**src/rtl/sr_latch_pkg.sv**
```systemverilog
// sr_latch_pkg
// Shared definitions for the SR latch driver: command opcodes, sequencer
// states, response error bit positions and the response error calculation.
package sr_latch_pkg;

    // Command opcodes carried on cmd_op
    localparam logic [1:0] OP_READ    = 2'b00;
    localparam logic [1:0] OP_SET     = 2'b01;
    localparam logic [1:0] OP_RESET   = 2'b10;
    localparam logic [1:0] OP_ILLEGAL = 2'b11;

    // Sequencer states
    typedef enum logic [2:0] {
        ST_IDLE   = 3'd0,
        ST_PULSE  = 3'd1,
        ST_SETTLE = 3'd2,
        ST_SAMPLE = 3'd3,
        ST_RESP   = 3'd4
    } state_t;

    // Bit positions inside rsp_err
    localparam logic [1:0] ERR_INVALID  = 2'd0;
    localparam logic [1:0] ERR_MISMATCH = 2'd1;
    localparam logic [1:0] ERR_OPCODE   = 2'd2;

    // Status flags for a sampled latch: q==qb is never a legal latch state,
    // and only SET/RESET carry an expected value to compare against.
    function automatic logic [2:0] calc_err(input logic [1:0] op,
                                            input logic       q,
                                            input logic       qb);
        logic [2:0] err;
        err               = 3'b000;
        err[ERR_INVALID]  = (q == qb);
        err[ERR_MISMATCH] = ((op == OP_SET)   && (q != 1'b1)) ||
                            ((op == OP_RESET) && (q != 1'b0));
        err[ERR_OPCODE]   = (op == OP_ILLEGAL);
        return err;
    endfunction

endpackage

```
**src/rtl/sync_2ff.sv**
```systemverilog
// sync_2ff
// Two-flop synchroniser for signals asynchronous to clk.
// Ports: clk, rst (sync, active-high, clears both stages),
//        d (asynchronous input), q (synchronised output, 2-cycle latency).
module sync_2ff #(
    parameter int unsigned WIDTH = 32'd1
) (
    input  logic             clk,
    input  logic             rst,
    input  logic [WIDTH-1:0] d,
    output logic [WIDTH-1:0] q
);

    logic [WIDTH-1:0] meta_r;
    logic [WIDTH-1:0] sync_r;

    // Two-stage capture; the first stage may go metastable and is never used directly
    always_ff @(posedge clk) begin
        if (rst) begin
            meta_r <= {WIDTH{1'b0}};
            sync_r <= {WIDTH{1'b0}};
        end else begin
            meta_r <= d;
            sync_r <= meta_r;
        end
    end

    assign q = sync_r;

endmodule

```
**src/rtl/sr_latch_driver.sv**
```systemverilog
// sr_latch_driver
// Sequencer that drives the set/reset pins of an analog SR latch with one
// clean pulse per command, waits for the latch to settle, samples the
// synchronised q/qb and returns a response with status flags.
// Ports:
//   clk, rst                       clock, synchronous active-high reset
//   cmd_valid/cmd_ready            command handshake (ready only in IDLE)
//   cmd_op, pulse_len              opcode and pulse width (0 acts as 1)
//   s_drv, r_drv                   registered drives to latch s/r
//   q_in, qb_in                    latch outputs, asynchronous to clk
//   rsp_valid/rsp_ready            response handshake
//   rsp_q, rsp_err                 sampled q and {opcode, mismatch, invalid}
//   busy                           high outside IDLE
module sr_latch_driver
    import sr_latch_pkg::*;
#(
    parameter int unsigned CNT_W      = 32'd8,
    parameter int unsigned SETTLE_CYC = 32'd4
) (
    input  logic             clk,
    input  logic             rst,
    input  logic             cmd_valid,
    output logic             cmd_ready,
    input  logic [1:0]       cmd_op,
    input  logic [CNT_W-1:0] pulse_len,
    output logic             s_drv,
    output logic             r_drv,
    input  logic             q_in,
    input  logic             qb_in,
    output logic             rsp_valid,
    input  logic             rsp_ready,
    output logic             rsp_q,
    output logic [2:0]       rsp_err,
    output logic             busy
);

    localparam logic [CNT_W-1:0] CNT_ZERO    = {CNT_W{1'b0}};
    localparam logic [CNT_W-1:0] CNT_ONE     = {{(CNT_W-1){1'b0}}, 1'b1};
    localparam logic [CNT_W-1:0] SETTLE_LOAD = CNT_W'(SETTLE_CYC);

    state_t           state_r,     state_nx_s;
    logic [CNT_W-1:0] cnt_r,       cnt_nx_s;
    logic [1:0]       op_r,        op_nx_s;
    logic             s_drv_r,     s_drv_nx_s;
    logic             r_drv_r,     r_drv_nx_s;
    logic             rsp_valid_r, rsp_valid_nx_s;
    logic             rsp_q_r,     rsp_q_nx_s;
    logic [2:0]       rsp_err_r,   rsp_err_nx_s;
    logic             cmd_ready_r, cmd_ready_nx_s;
    logic             busy_r,      busy_nx_s;
    logic [1:0]       sync_s;
    logic             q_s;
    logic             qb_s;

    sync_2ff #(
        .WIDTH (32'd2)
    ) u_sync (
        .clk (clk),
        .rst (rst),
        .d   ({q_in, qb_in}),
        .q   (sync_s)
    );

    assign q_s  = sync_s[1];
    assign qb_s = sync_s[0];

    // Next-state, counter and registered-output decode
    always_comb begin
        state_nx_s     = state_r;
        cnt_nx_s       = cnt_r;
        op_nx_s        = op_r;
        s_drv_nx_s     = 1'b0;
        r_drv_nx_s     = 1'b0;
        rsp_valid_nx_s = rsp_valid_r;
        rsp_q_nx_s     = rsp_q_r;
        rsp_err_nx_s   = rsp_err_r;
        case (state_r)
            ST_IDLE: begin
                if (cmd_valid && cmd_ready_r) begin
                    op_nx_s = cmd_op;
                    if ((cmd_op == OP_SET) || (cmd_op == OP_RESET)) begin
                        state_nx_s = ST_PULSE;
                        cnt_nx_s   = (pulse_len == CNT_ZERO) ? CNT_ONE : pulse_len;
                        // Drive is raised on the accept edge so it is high from cycle 1
                        s_drv_nx_s = (cmd_op == OP_SET);
                        r_drv_nx_s = (cmd_op == OP_RESET);
                    end else begin
                        state_nx_s = ST_SETTLE;
                        cnt_nx_s   = SETTLE_LOAD;
                    end
                end else begin
                    state_nx_s = ST_IDLE;
                end
            end
            ST_PULSE: begin
                if (cnt_r == CNT_ONE) begin
                    state_nx_s = ST_SETTLE;
                    cnt_nx_s   = SETTLE_LOAD;
                end else begin
                    cnt_nx_s   = cnt_r - CNT_ONE;
                    s_drv_nx_s = (op_r == OP_SET);
                    r_drv_nx_s = (op_r == OP_RESET);
                end
            end
            ST_SETTLE: begin
                if (cnt_r == CNT_ONE) begin
                    state_nx_s = ST_SAMPLE;
                    cnt_nx_s   = CNT_ZERO;
                end else begin
                    cnt_nx_s   = cnt_r - CNT_ONE;
                end
            end
            ST_SAMPLE: begin
                state_nx_s     = ST_RESP;
                rsp_valid_nx_s = 1'b1;
                rsp_q_nx_s     = q_s;
                rsp_err_nx_s   = calc_err(op_r, q_s, qb_s);
            end
            ST_RESP: begin
                if (rsp_ready) begin
                    state_nx_s     = ST_IDLE;
                    rsp_valid_nx_s = 1'b0;
                end else begin
                    state_nx_s     = ST_RESP;
                end
            end
            default: begin
                state_nx_s     = ST_IDLE;
                cnt_nx_s       = CNT_ZERO;
                rsp_valid_nx_s = 1'b0;
            end
        endcase
        // Handshake flags follow the next state so they are registered too
        cmd_ready_nx_s = (state_nx_s == ST_IDLE);
        busy_nx_s      = (state_nx_s != ST_IDLE);
    end

    // State and output registers
    always_ff @(posedge clk) begin
        if (rst) begin
            state_r     <= ST_IDLE;
            cnt_r       <= CNT_ZERO;
            op_r        <= OP_READ;
            s_drv_r     <= 1'b0;
            r_drv_r     <= 1'b0;
            rsp_valid_r <= 1'b0;
            rsp_q_r     <= 1'b0;
            rsp_err_r   <= 3'b000;
            cmd_ready_r <= 1'b1;
            busy_r      <= 1'b0;
        end else begin
            state_r     <= state_nx_s;
            cnt_r       <= cnt_nx_s;
            op_r        <= op_nx_s;
            s_drv_r     <= s_drv_nx_s;
            r_drv_r     <= r_drv_nx_s;
            rsp_valid_r <= rsp_valid_nx_s;
            rsp_q_r     <= rsp_q_nx_s;
            rsp_err_r   <= rsp_err_nx_s;
            cmd_ready_r <= cmd_ready_nx_s;
            busy_r      <= busy_nx_s;
        end
    end

    assign s_drv     = s_drv_r;
    assign r_drv     = r_drv_r;
    assign rsp_valid = rsp_valid_r;
    assign rsp_q     = rsp_q_r;
    assign rsp_err   = rsp_err_r;
    assign cmd_ready = cmd_ready_r;
    assign busy      = busy_r;

endmodule

```
**config.mk**
```make
export PLATFORM = sky130hd
export DESIGN_NAME = sr_latch_driver
export DESIGN_NICKNAME = d
export VERILOG_FILES = /design/src/rtl/sr_latch_pkg.sv /design/src/rtl/sync_2ff.sv /design/src/rtl/sr_latch_driver.sv
export SDC_FILE = /design/constraint.sdc
export NUM_CORES = 1
export LEC_CHECK = 0
export CORE_MARGIN = 8
export CORE_UTILIZATION = 25
export DETAILED_ROUTE_END_ITERATION = 7
export SLEW_MARGIN = 20
export SYNTH_ARGS = -nofsm -noshare
export SYNTH_HDL_FRONTEND = slang
export SYNTH_SLANG_ARGS = --single-unit
```
**constraint.sdc**
```tcl
create_clock -name clk -period 1.95 [get_ports clk]
set_input_delay 0.39 -clock clk [delete_from_list [all_inputs] [get_ports clk]]
set_output_delay 0.39 -clock clk [all_outputs]
set_load 0.05 [all_outputs]
```
; ---- Word level (Yosys, flattened, before mapping)
; Cells that the tools add are included.
[word_totals]
reg_bits = 26
inputBits = 16
output_inout_bits = 9
wordCells = 65
[op_classes]
n_addsub = 1
n_eq_ne = 13
mux = 22
bitwise_logic = 3
n_reduce_logical = 14
[op_table]
columns = cell, count
row1 = $mux 8, 5
row2 = $pmux 8 s4, 1
row3 = $pmux 3 s5, 1
row4 = $mux 3, 4
row5 = $eq 8x1->1 const B, 1
row6 = $logic_not 8->1, 1
row7 = $sub 8x1->8 const B, 1
row8 = $mux 1, 7
row9 = $eq 2x2->1 const B, 3
row10 = $eq 3x2->1 const B, 2
row11 = $logic_not 3->1, 2
row12 = $reduce_and 2->1, 3
row13 = $eq 2x1->1 const B, 2
row14 = $ne 2x2->1 const B, 2
row15 = $pmux 1 s2, 2
row16 = $eq 3x1->1 const B, 1
row17 = $eq 3x3->1 const B, 1
row18 = $logic_and 1x1->1, 3
row19 = $not 1->1, 3
row20 = $pmux 1 s3, 1
row21 = $reduce_bool 3->1, 1
row22 = $reduce_or 3->1, 1
row23 = $logic_or 1x1->1, 2
row24 = $mux 2, 1
row25 = other kinds (2), 2

; ---- Depth between registers and ports, before layout
; Gate-level depths: netlist (run 1).
[depth]
word_depth = 6
ltp_mapped = 6
mapped_depth_nobuf = 6

; ---- Hierarchy
; A second synthesis (run 1) with hierarchy kept.
[hier_totals]
cells_unflattened = 156
area_unflattened_um2 = 1387.6
[modules_own_cells]
columns = mod, n_inst, cells_each, area_per_inst_um2, seq_area_each_um2
row1 = sr_latch_driver, 1, 148, 1282.5, 440.4
row2 = sync_2ff, 1, 8, 105.1, 80.1

; ---- Worst setup path before layout (run 1)
; No wires, ideal clock.
[synth_timing]
kind = register -> register
startpoint = reg cnt_r[0]
endpoint = reg busy_r, in the netlist busy
setup_ns = 0.127
t_arrival_ns = 1.585
t_required_ns = 1.823
path_slack_ns = 0.238
stages_incl_launch_ff = 6
path_buffers = 0
synth_period_minus_slack_ns = 1.712
path_cell_list = dfxtp_1 -> ha_1 -> or3b_2 -> o21ai_2 -> a31oi_2 -> or3_1
[synth_between]
elab_chain_cells = 4
word_cells_on_any_way = 5
cone_classes = eq/ne (1) / mux (3) / reduce/logical (1)
[synth_rtl]
columns = item, line
row1 = from (decl), sr_latch_driver.sv:42  ; logic [CNT_W-1:0] cnt_r, cnt_nx_s;
row2 = from (signal assigned), sr_latch_driver.sv:153  ; cnt_r <= cnt_nx_s;
row3 = $eq 8x1->1 (*), "sr_latch_driver.sv:96, sr_latch_driver.sv:106"
row4 = "$mux 3, on equally long branches", "sr_latch_driver.sv:106, sr_latch_driver.sv:96"
row5 = $pmux 3 s5 (*), sr_latch_driver.sv:77  ; case (state_r)
row6 = $reduce_bool 3->1 (*), sr_latch_driver.sv:135  ; busy_nx_s = (state_nx_s != ST_IDLE);
row7 = to (signal assigned), sr_latch_driver.sv:161  ; busy_r <= busy_nx_s;
row8 = to (decl), sr_latch_driver.sv:50  ; logic busy_r, busy_nx_s;
; Every way passes the cells marked *; elsewhere a longest branch is shown, timed or not.
; A chain may end at the register's enable or synchronous reset.

; ---- Worst setup path after layout (run 1)
[layout_timing]
startpoint = in cmd_op[0]
endpoint = reg busy_r, in the netlist busy
[layout_between]
elab_chain_cells = 6
word_cells_on_any_way = 7
cone_classes = eq/ne (2) / mux (3) / reduce/logical (2)
[layout_rtl]
columns = item, line
row1 = from (decl), sr_latch_driver.sv:24  ; input logic [1:0] cmd_op,
row2 = $eq 2x1->1 / $eq 2x2->1 (equally long branches), sr_latch_driver.sv:81  ; if ((cmd_op == OP_SET) || (cmd_op == OP_RESET)) begin
row3 = $logic_or 1x1->1 (*), sr_latch_driver.sv:81
row4 = $mux 2 (*), sr_latch_driver.sv:81
row5 = $mux 3 (*), sr_latch_driver.sv:79  ; if (cmd_valid && cmd_ready_r) begin
row6 = $pmux 3 s5 (*), sr_latch_driver.sv:77
row7 = $reduce_bool 3->1 (*), sr_latch_driver.sv:135
; Marked as above.

==> flow_metrics.env, run 1 <==
export IMPL_antenna_violating_nets_post_route=0
export IMPL_crit_required_ps=2110
export IMPL_drtIter0Drc=58
export IMPL_cts_tree="yes"
export IMPL_cap_violations=0
export IMPL_timing_hold_worst_path_depth=1
export IMPL_clock_latency_ps=280
export IMPL_finalMaxSlewViolations=0
export IMPL_synthDominantAreaCellType="sky130_fd_sc_hd__dfxtp_1"
export IMPL_ys_warnings=0
export IMPL_holdCritStartpoint="u_sync.meta_r[1]"
export IMPL_achievable_frequency_mhz=548
export IMPL_timing_setup_critical_path_class="in -> reg"
export IMPL_cts_root_buffer_cell="sky130_fd_sc_hd__clkbuf_8"
export IMPL_area_used_by_multi_input_combinational_logic_um2=785
export IMPL_grt_busiest_layer="met2"
export IMPL_insertedDiodeCount=0
export IMPL_globalRouteTotalUtil_pct=9.17
export IMPL_cts_sink_count=26
export IMPL_dpl_hpwl_um=2590
export IMPL_whs_endpoint="u_sync.q[1]"
export IMPL_floorplan_initialDensity_pct=26.1
export IMPL_instances_no_fill=263
export IMPL_grt_met1_usage_pct=11.8
export IMPL_synth_fa_ha_area_share_pct=3.71
export IMPL_clock_skew_ps=5.72
export IMPL_chipHeight_um=89.5
export IMPL_power_density_cell_area_nw_per_um2=1020
export IMPL_grt_overflow=0
export IMPL_pin_count=25
export IMPL_remaining_drc_errors=0
export IMPL_first_pass_iters=4
export IMPL_number_of_antenna_violations_at_the_first_check_in_global_routing=0
export IMPL_vias=1274
export IMPL_seqCellArea_um2=520
export IMPL_timing_rr_start="cnt_r[1]"
export IMPL_critical_path_max_fanout=3
export IMPL_combinational_family_with_the_most_area_after_synthesis="simple AND/OR/NAND/NOR gates"
export IMPL_ys_seq_area_share_pct=38.6
export IMPL_cts_setup_buffers=0
export IMPL_vias_in_the_first_global_route=1253
export IMPL_report_final_hold_viol_count=0
export IMPL_r2r_setup_slack_ps=150
export IMPL_post_route_cells_drive_above_1_share_pct=16.1
export IMPL_ff2ff_path_depth=6
export IMPL_final_fill_count=550
export IMPL_std_cell_rows=26
export IMPL_wire_length_of_the_first_global_routing_pass_um=5840
export IMPL_synthesized_area_divided_by_synthesized_cell_count_um2=8.70
export IMPL_postPlaceCellArea_um2=1780
export IMPL_cells_after_synthesis=155
export IMPL_cts_reportedPaths_clkPinSlew_ps=90
export IMPL_flow_area_growth_from_synthesis_pct=36.7
export IMPL_clk_path_buf_depth=2
export IMPL_yosys_area_share_simple_pct=26.2
export IMPL_slew_headroom_pct=66.5
export IMPL_grt_met2_usage_pct=14.7
export IMPL_tritoncts_num_buffers=3
export IMPL_wl_per_cell_um=12.8
export IMPL_grt_start_max_net_pins=24
export IMPL_rsz_0062_raised_after_global_routing="no"
export IMPL_cts_htree_levels=1
export IMPL_holdBufCountCts=0
export IMPL_final_design_area_no_fill_um2=1840
export IMPL_ys_dominant_reg_cell="sky130_fd_sc_hd__dfxtp_1"
export IMPL_synthMuxAreaShare_pct=1.48
export IMPL_synth_edf_count=0
export IMPL_yosys_register_bits=26
export IMPL_synth_top_cells_by_area="sky130_fd_sc_hd__dfxtp_1, sky130_fd_sc_hd__a21oi_1, sky130_fd_sc_hd__ha_1, sky130_fd_sc_hd__o21ai_0, sky130_fd_sc_hd__a211oi_1"
export IMPL_setup_viol_count_final=0
export IMPL_synth_xor_area_share_pct=2.60
export IMPL_endpoint_kind="flip-flop"
export IMPL_cp_arrival_ps=1980
export IMPL_synth_compound_area_share_pct=23.3
export IMPL_die_area_um2=8000
export IMPL_static_leakage_power_nw=0.689
export IMPL_outcome="complete, no violations"
export IMPL_gp_congestion=0.830
export IMPL_yosys_area_top_type_share_pct=38.6
export IMPL_startpoint_type="input port"
export IMPL_post_route_period_util_pct=93.5
export IMPL_floorplan_core_area_um2=5170
export IMPL_timing_rr_end="busy"
export IMPL_vdd_drop_max_mv=0.553
export IMPL_synth_most_common_cell="sky130_fd_sc_hd__dfxtp_1"
export IMPL_postRouteWirelength_um=3370
export IMPL_numPortBuffers=24
export IMPL_routed_via_density=4.84
export IMPL_final_min_clock_period_ps=1820
export IMPL_place_inst=259
export IMPL_worst_pin_slew_ps=501
export IMPL_synth_cell_count_leaders="sky130_fd_sc_hd__dfxtp_1, sky130_fd_sc_hd__nor2_1, sky130_fd_sc_hd__a21oi_1"
export IMPL_worst_hold_path_type="reg -> reg"
export IMPL_final_layout_net_count=214
export IMPL_post_layout_total_power_mw=1.87
export IMPL_grtUsageMet3_pct=2.67
export IMPL_syn_nets=175
export IMPL_yosys_cell_types_count=43
export IMPL_fraction_of_synthesis_flops_using_an_asynchronous_set_or_reset_pin_pct=0
export IMPL_synthesis_area_um2=1350
export IMPL_die_width_um=89.5
==> cell usage in the layout (no fill, tap or decap), types with 3 or more instances in the layout <==
cell,instances
sky130_fd_sc_hd__a211oi_1,6
sky130_fd_sc_hd__a21oi_1,10
sky130_fd_sc_hd__a22oi_1,3
sky130_fd_sc_hd__a32oi_1,5
sky130_fd_sc_hd__buf_4,17
sky130_fd_sc_hd__clkbuf_8,4
sky130_fd_sc_hd__clkdlybuf4s50_1,23
sky130_fd_sc_hd__dfxtp_1,26
sky130_fd_sc_hd__ha_1,3
sky130_fd_sc_hd__inv_1,5
sky130_fd_sc_hd__nand2_1,9
sky130_fd_sc_hd__nand3b_1,4
sky130_fd_sc_hd__nor2_1,12
sky130_fd_sc_hd__nor2b_1,4
sky130_fd_sc_hd__nor3_1,6
sky130_fd_sc_hd__nor3b_1,4
sky130_fd_sc_hd__nor4_1,6
sky130_fd_sc_hd__o21ai_0,9
==> timing repair <==
item | 4_1_cts | 5_1_grt
hold endpoints to repair | 0 | 0
endpoints found under the setup margin | 0 | 1
resized for setup | 0 | 1
==> worst max-delay path: stages <==
cell and delay (ps):
sky130_fd_sc_hd__clkdlybuf4s50_1 470, sky130_fd_sc_hd__inv_1 70, sky130_fd_sc_hd__ha_4 250, sky130_fd_sc_hd__a31o_2 190
sky130_fd_sc_hd__a32oi_1 150, sky130_fd_sc_hd__nor2_1 80, sky130_fd_sc_hd__or3_1 370
==> sequential cells by signal, summed over array words and instances, names as in the netlist, 2 cells and up <==
signal,cells
state_r,3
u_sync.q,2
cnt_r,8
rsp_err,3
op_r,2
u_sync.meta_r,2
==> power breakdown <==
group          total (mW)  internal, mW  switching (mW)
sequential          0.704         0.607          0.0971
combinational       0.811         0.389           0.422
clock               0.359         0.181           0.178
total                1.87          1.18           0.697
==> how the worst max path moves through the flow <==
stage	startpoint	endpoint	slack, ps	cells after the start
after floorplan	cnt_r[0]	busy	240	5
after global placement	cmd_op[0]	busy	-230	7
after detailed placement	cmd_op[0]	busy	-250	7
after CTS	cmd_op[0]	busy	50	7
after global routing	cnt_r[1]	busy	40	6
final	cmd_op[0]	busy	130	7
==> stage by stage <==
| step | hold slack [ps] | TNS (ps) | setup slack [ps] | utilization (%) |
|---|---|---|---|---|
| CTS | 452 | 0 | 45.9 | 35.4 |
| detailed placement | 429 | -1360 | -250 | 34.3 |
| finish | 447 | 0 | 126 | 35.7 |
| floorplan | 414 | 0 | 238 | - |
| global placement | 427 | -1380 | -228 | 34.3 |
| global route | 473 | 0 | 35.4 | 35.7 |
==> cell families (layout without fill, tap and decap cells) <==
| group | after synthesis | after routing |
|---|---|---|
| fa+ha+maj | 4 | 4 |
| buf+inv | 12 | 50 |
| mux | 2 | 2 |
| compound gates | 46 | 46 |
| flops | 26 | 26 |
| xor+xnor | 4 | 4 |
| simple gates | 61 | 61 |
==> cell type report <==
cell class	instances	area share, %
inverters	5	1.02
clock buffers	4	2.99
repair buffers	41	20.5
multi-input cells	117	42.5
well taps	70	4.75
flip-flops and latches	26	28.2
==> routing by layer <==
layer	vias up	wire length [um]
met5	-	0
met4	0	13
met3	2	146
met2	22	1520
met1	594	1690
li1	656	-
(Power assumes the default switching activity.)
==> inputs of run 2 (changes only) <==
--- a/config.mk
+++ b/config.mk
@@ -7,2 +7,3 @@
 export LEC_CHECK = 0
+export CORE_ASPECT_RATIO = 0.5
 export CORE_MARGIN = 8
==> constraint.sdc (replaced) <==
create_clock -name clk -period 1.95 [get_ports clk]
set_input_delay 0.2925 -clock clk [delete_from_list [all_inputs] [get_ports clk]]
set_output_delay 0.2925 -clock clk [all_outputs]
set_load 0.05 [all_outputs]
==> run 2 against run 1 <==
Effect of this change:
- power decreased by 3.2%
- hold slack worse by 1.1 ps
- non-clock buffer count fell by 2
- sequential power rose by 0.6%
- combinational power shrank 0.9%
==> flow_metrics.env, run 2 (synthesis gave the netlist of run 1 again) <==
export IMPL_wire_length_of_the_first_global_routing_pass_um=5720
export IMPL_vias=1251
export IMPL_wl_per_cell_um=13.3
export IMPL_final_min_clock_period_ps=1860
export IMPL_clock_power_share_pct=16.6
export IMPL_p_int_mw=1.12
export IMPL_cts_reportedPaths_clkPinSlew_ps=90
export IMPL_post_route_period_util_pct=95.2
export IMPL_clock_latency_ps=270
export IMPL_rsz_0062_raised_after_global_routing="no"
export IMPL_layout_cells_most_common="sky130_fd_sc_hd__dfxtp_1"
export IMPL_timing_setup_critical_path_class="reg -> out"
export IMPL_p_seq_share_pct=39.1
export IMPL_insertedDiodeCount=0
export IMPL_tritoncts_num_buffers=3
export IMPL_cts_htree_levels=1
export IMPL_worst_pin_slew_ps=504
export IMPL_crit_required_ps=1660
export IMPL_mostFrequentLayoutCells="sky130_fd_sc_hd__dfxtp_1, sky130_fd_sc_hd__clkdlybuf4s50_1, sky130_fd_sc_hd__buf_4"
export IMPL_worst_hold_path_type="reg -> reg"
export IMPL_routed_via_density=4.76
export IMPL_finalMaxSlewViolations=0
export IMPL_power_density_cell_area_nw_per_um2=1010
export IMPL_gp_congestion=0.824
export IMPL_report_final_hold_viol_count=0
export IMPL_floorplan_core_area_um2=5350
export IMPL_vias_in_the_first_global_route=1182
export IMPL_globalRouteTotalUtil_pct=8.59
export IMPL_cap_violations=0
export IMPL_outcome="complete, no violations"
export IMPL_die_width_um=120
export IMPL_drtIter0Drc=61
export IMPL_floorplan_initialDensity_pct=25.2
export IMPL_switchingPower_mw=0.695
export IMPL_static_leakage_power_nw=0.670
export IMPL_slew_headroom_pct=66.3
export IMPL_die_area_um2=8140
export IMPL_instances_no_fill=263
export IMPL_largest_reg_flops=8
export IMPL_grt_start_max_net_pins=17
export IMPL_dpl_hpwl_um=2680
export IMPL_final_core_utilization_pct=33.7
export IMPL_final_layout_net_count=212
export IMPL_place_inst=260
export IMPL_power_share_switching_pct=38.3
export IMPL_remaining_drc_errors=0
export IMPL_crit_path_max_incr_delay_ps=850
export IMPL_numPortBuffers=24
export IMPL_cts_tree="yes"
export IMPL_worst_path_dominant_cell_family="buffers and inverters"
export IMPL_timing_critical_path_buf_inv=1
export IMPL_vdd_drop_max_mv=0.264
export IMPL_largest_register="cnt_r"
export IMPL_cts_root_buffer_cell="sky130_fd_sc_hd__clkbuf_8"
export IMPL_power_combinational_fraction_pct=44.3
export IMPL_post_layout_total_power_mw=1.81
export IMPL_pin_count=25
export IMPL_setup_viol_count_final=0
export IMPL_startpoint_type="flip-flop"
export IMPL_endpoint_kind="output pin"
export IMPL_std_cell_rows=19
export IMPL_cp_arrival_ps=1560
export IMPL_chipHeight_um=67.9
export IMPL_cts_setup_buffers=0
export IMPL_grt_overflow=0
export IMPL_postRouteWirelength_um=3490
export IMPL_cts_sink_count=26
export IMPL_number_of_antenna_violations_at_the_first_check_in_global_routing=0
export IMPL_antenna_violating_nets_post_route=0
export IMPL_clock_skew_ps=2.10
export IMPL_achievable_frequency_mhz=539
export IMPL_flow_area_growth_from_synthesis_pct=33.7
export IMPL_slowest_stage="sky130_fd_sc_hd__clkdlybuf4s50_1"
export IMPL_post_route_cells_drive_above_1_share_pct=14.7
export IMPL_critical_path_max_fanout=7
export IMPL_critical_path_cell_chain="clkdlybuf4s50_1"
export IMPL_clk_path_buf_depth=2
export IMPL_first_pass_iters=4
-- run 2: layer usage --
metal | GRT usage (%) | share of wire (%) | up-vias
met5 | 0 | 0 | -
met4 | 2.77 | 0.86 | 0
met3 | 2.22 | 3.2 | 2
met2 | 13.9 | 47 | 15
met1 | 11.1 | 49 | 582
li1 | - | - | 652
-- run 2: per-stage QoR --
stage	TNS (ps)	hold WS (ps)	area, um2	setup WS, ps
2_1_floorplan	0	380	1350	238
3_3_place_gp	-171	417	1760	-123
3_5_place_dp	-155	424	1760	-127
4_1_cts	0	445	1800	66.1
5_1_grt	0	466	1800	23.4
6_report	0	446	1800	94.3
-- run 2: worst paths after layout --
check,cells past startpoint,startpoint,slack (ps),end
worst max-delay path,1,cmd_ready,90,cmd_ready
worst max register to register,6,cnt_r[1],120,busy
worst min-delay path,1,u_sync.meta_r[1],450,u_sync.q[1]
worst min register to register,1,u_sync.meta_r[1],450,u_sync.q[1]
-- run 2: power groups by stage --
stage	Sequential [mW]	Clock, mW	Combinational (mW)
after floorplan	0.742	0	0.493
after global placement	0.715	0	0.775
after detailed placement	0.718	0	0.788
after CTS	0.706	0.313	0.795
after global routing	0.724	0.332	0.871
final	0.708	0.302	0.804
-- run 2: area by class of cell --
| type | instances | area [um2] |
|---|---|---|
| sequential | 26 | 522 |
| tap | 73 | 91.3 |
| fill | 555 | 3550 |
| timing repair buffer | 39 | 353 |
| inverter | 5 | 18.8 |
| multi-input combinational | 117 | 777 |
| clock buffer | 3 | 41.3 |
-- run 2: repair_timing --
item,in CTS,in global routing
setup endpoints to repair,0,2
gates resized for setup,0,2
endpoints found under the hold margin,0,0
hold buffers,0,0
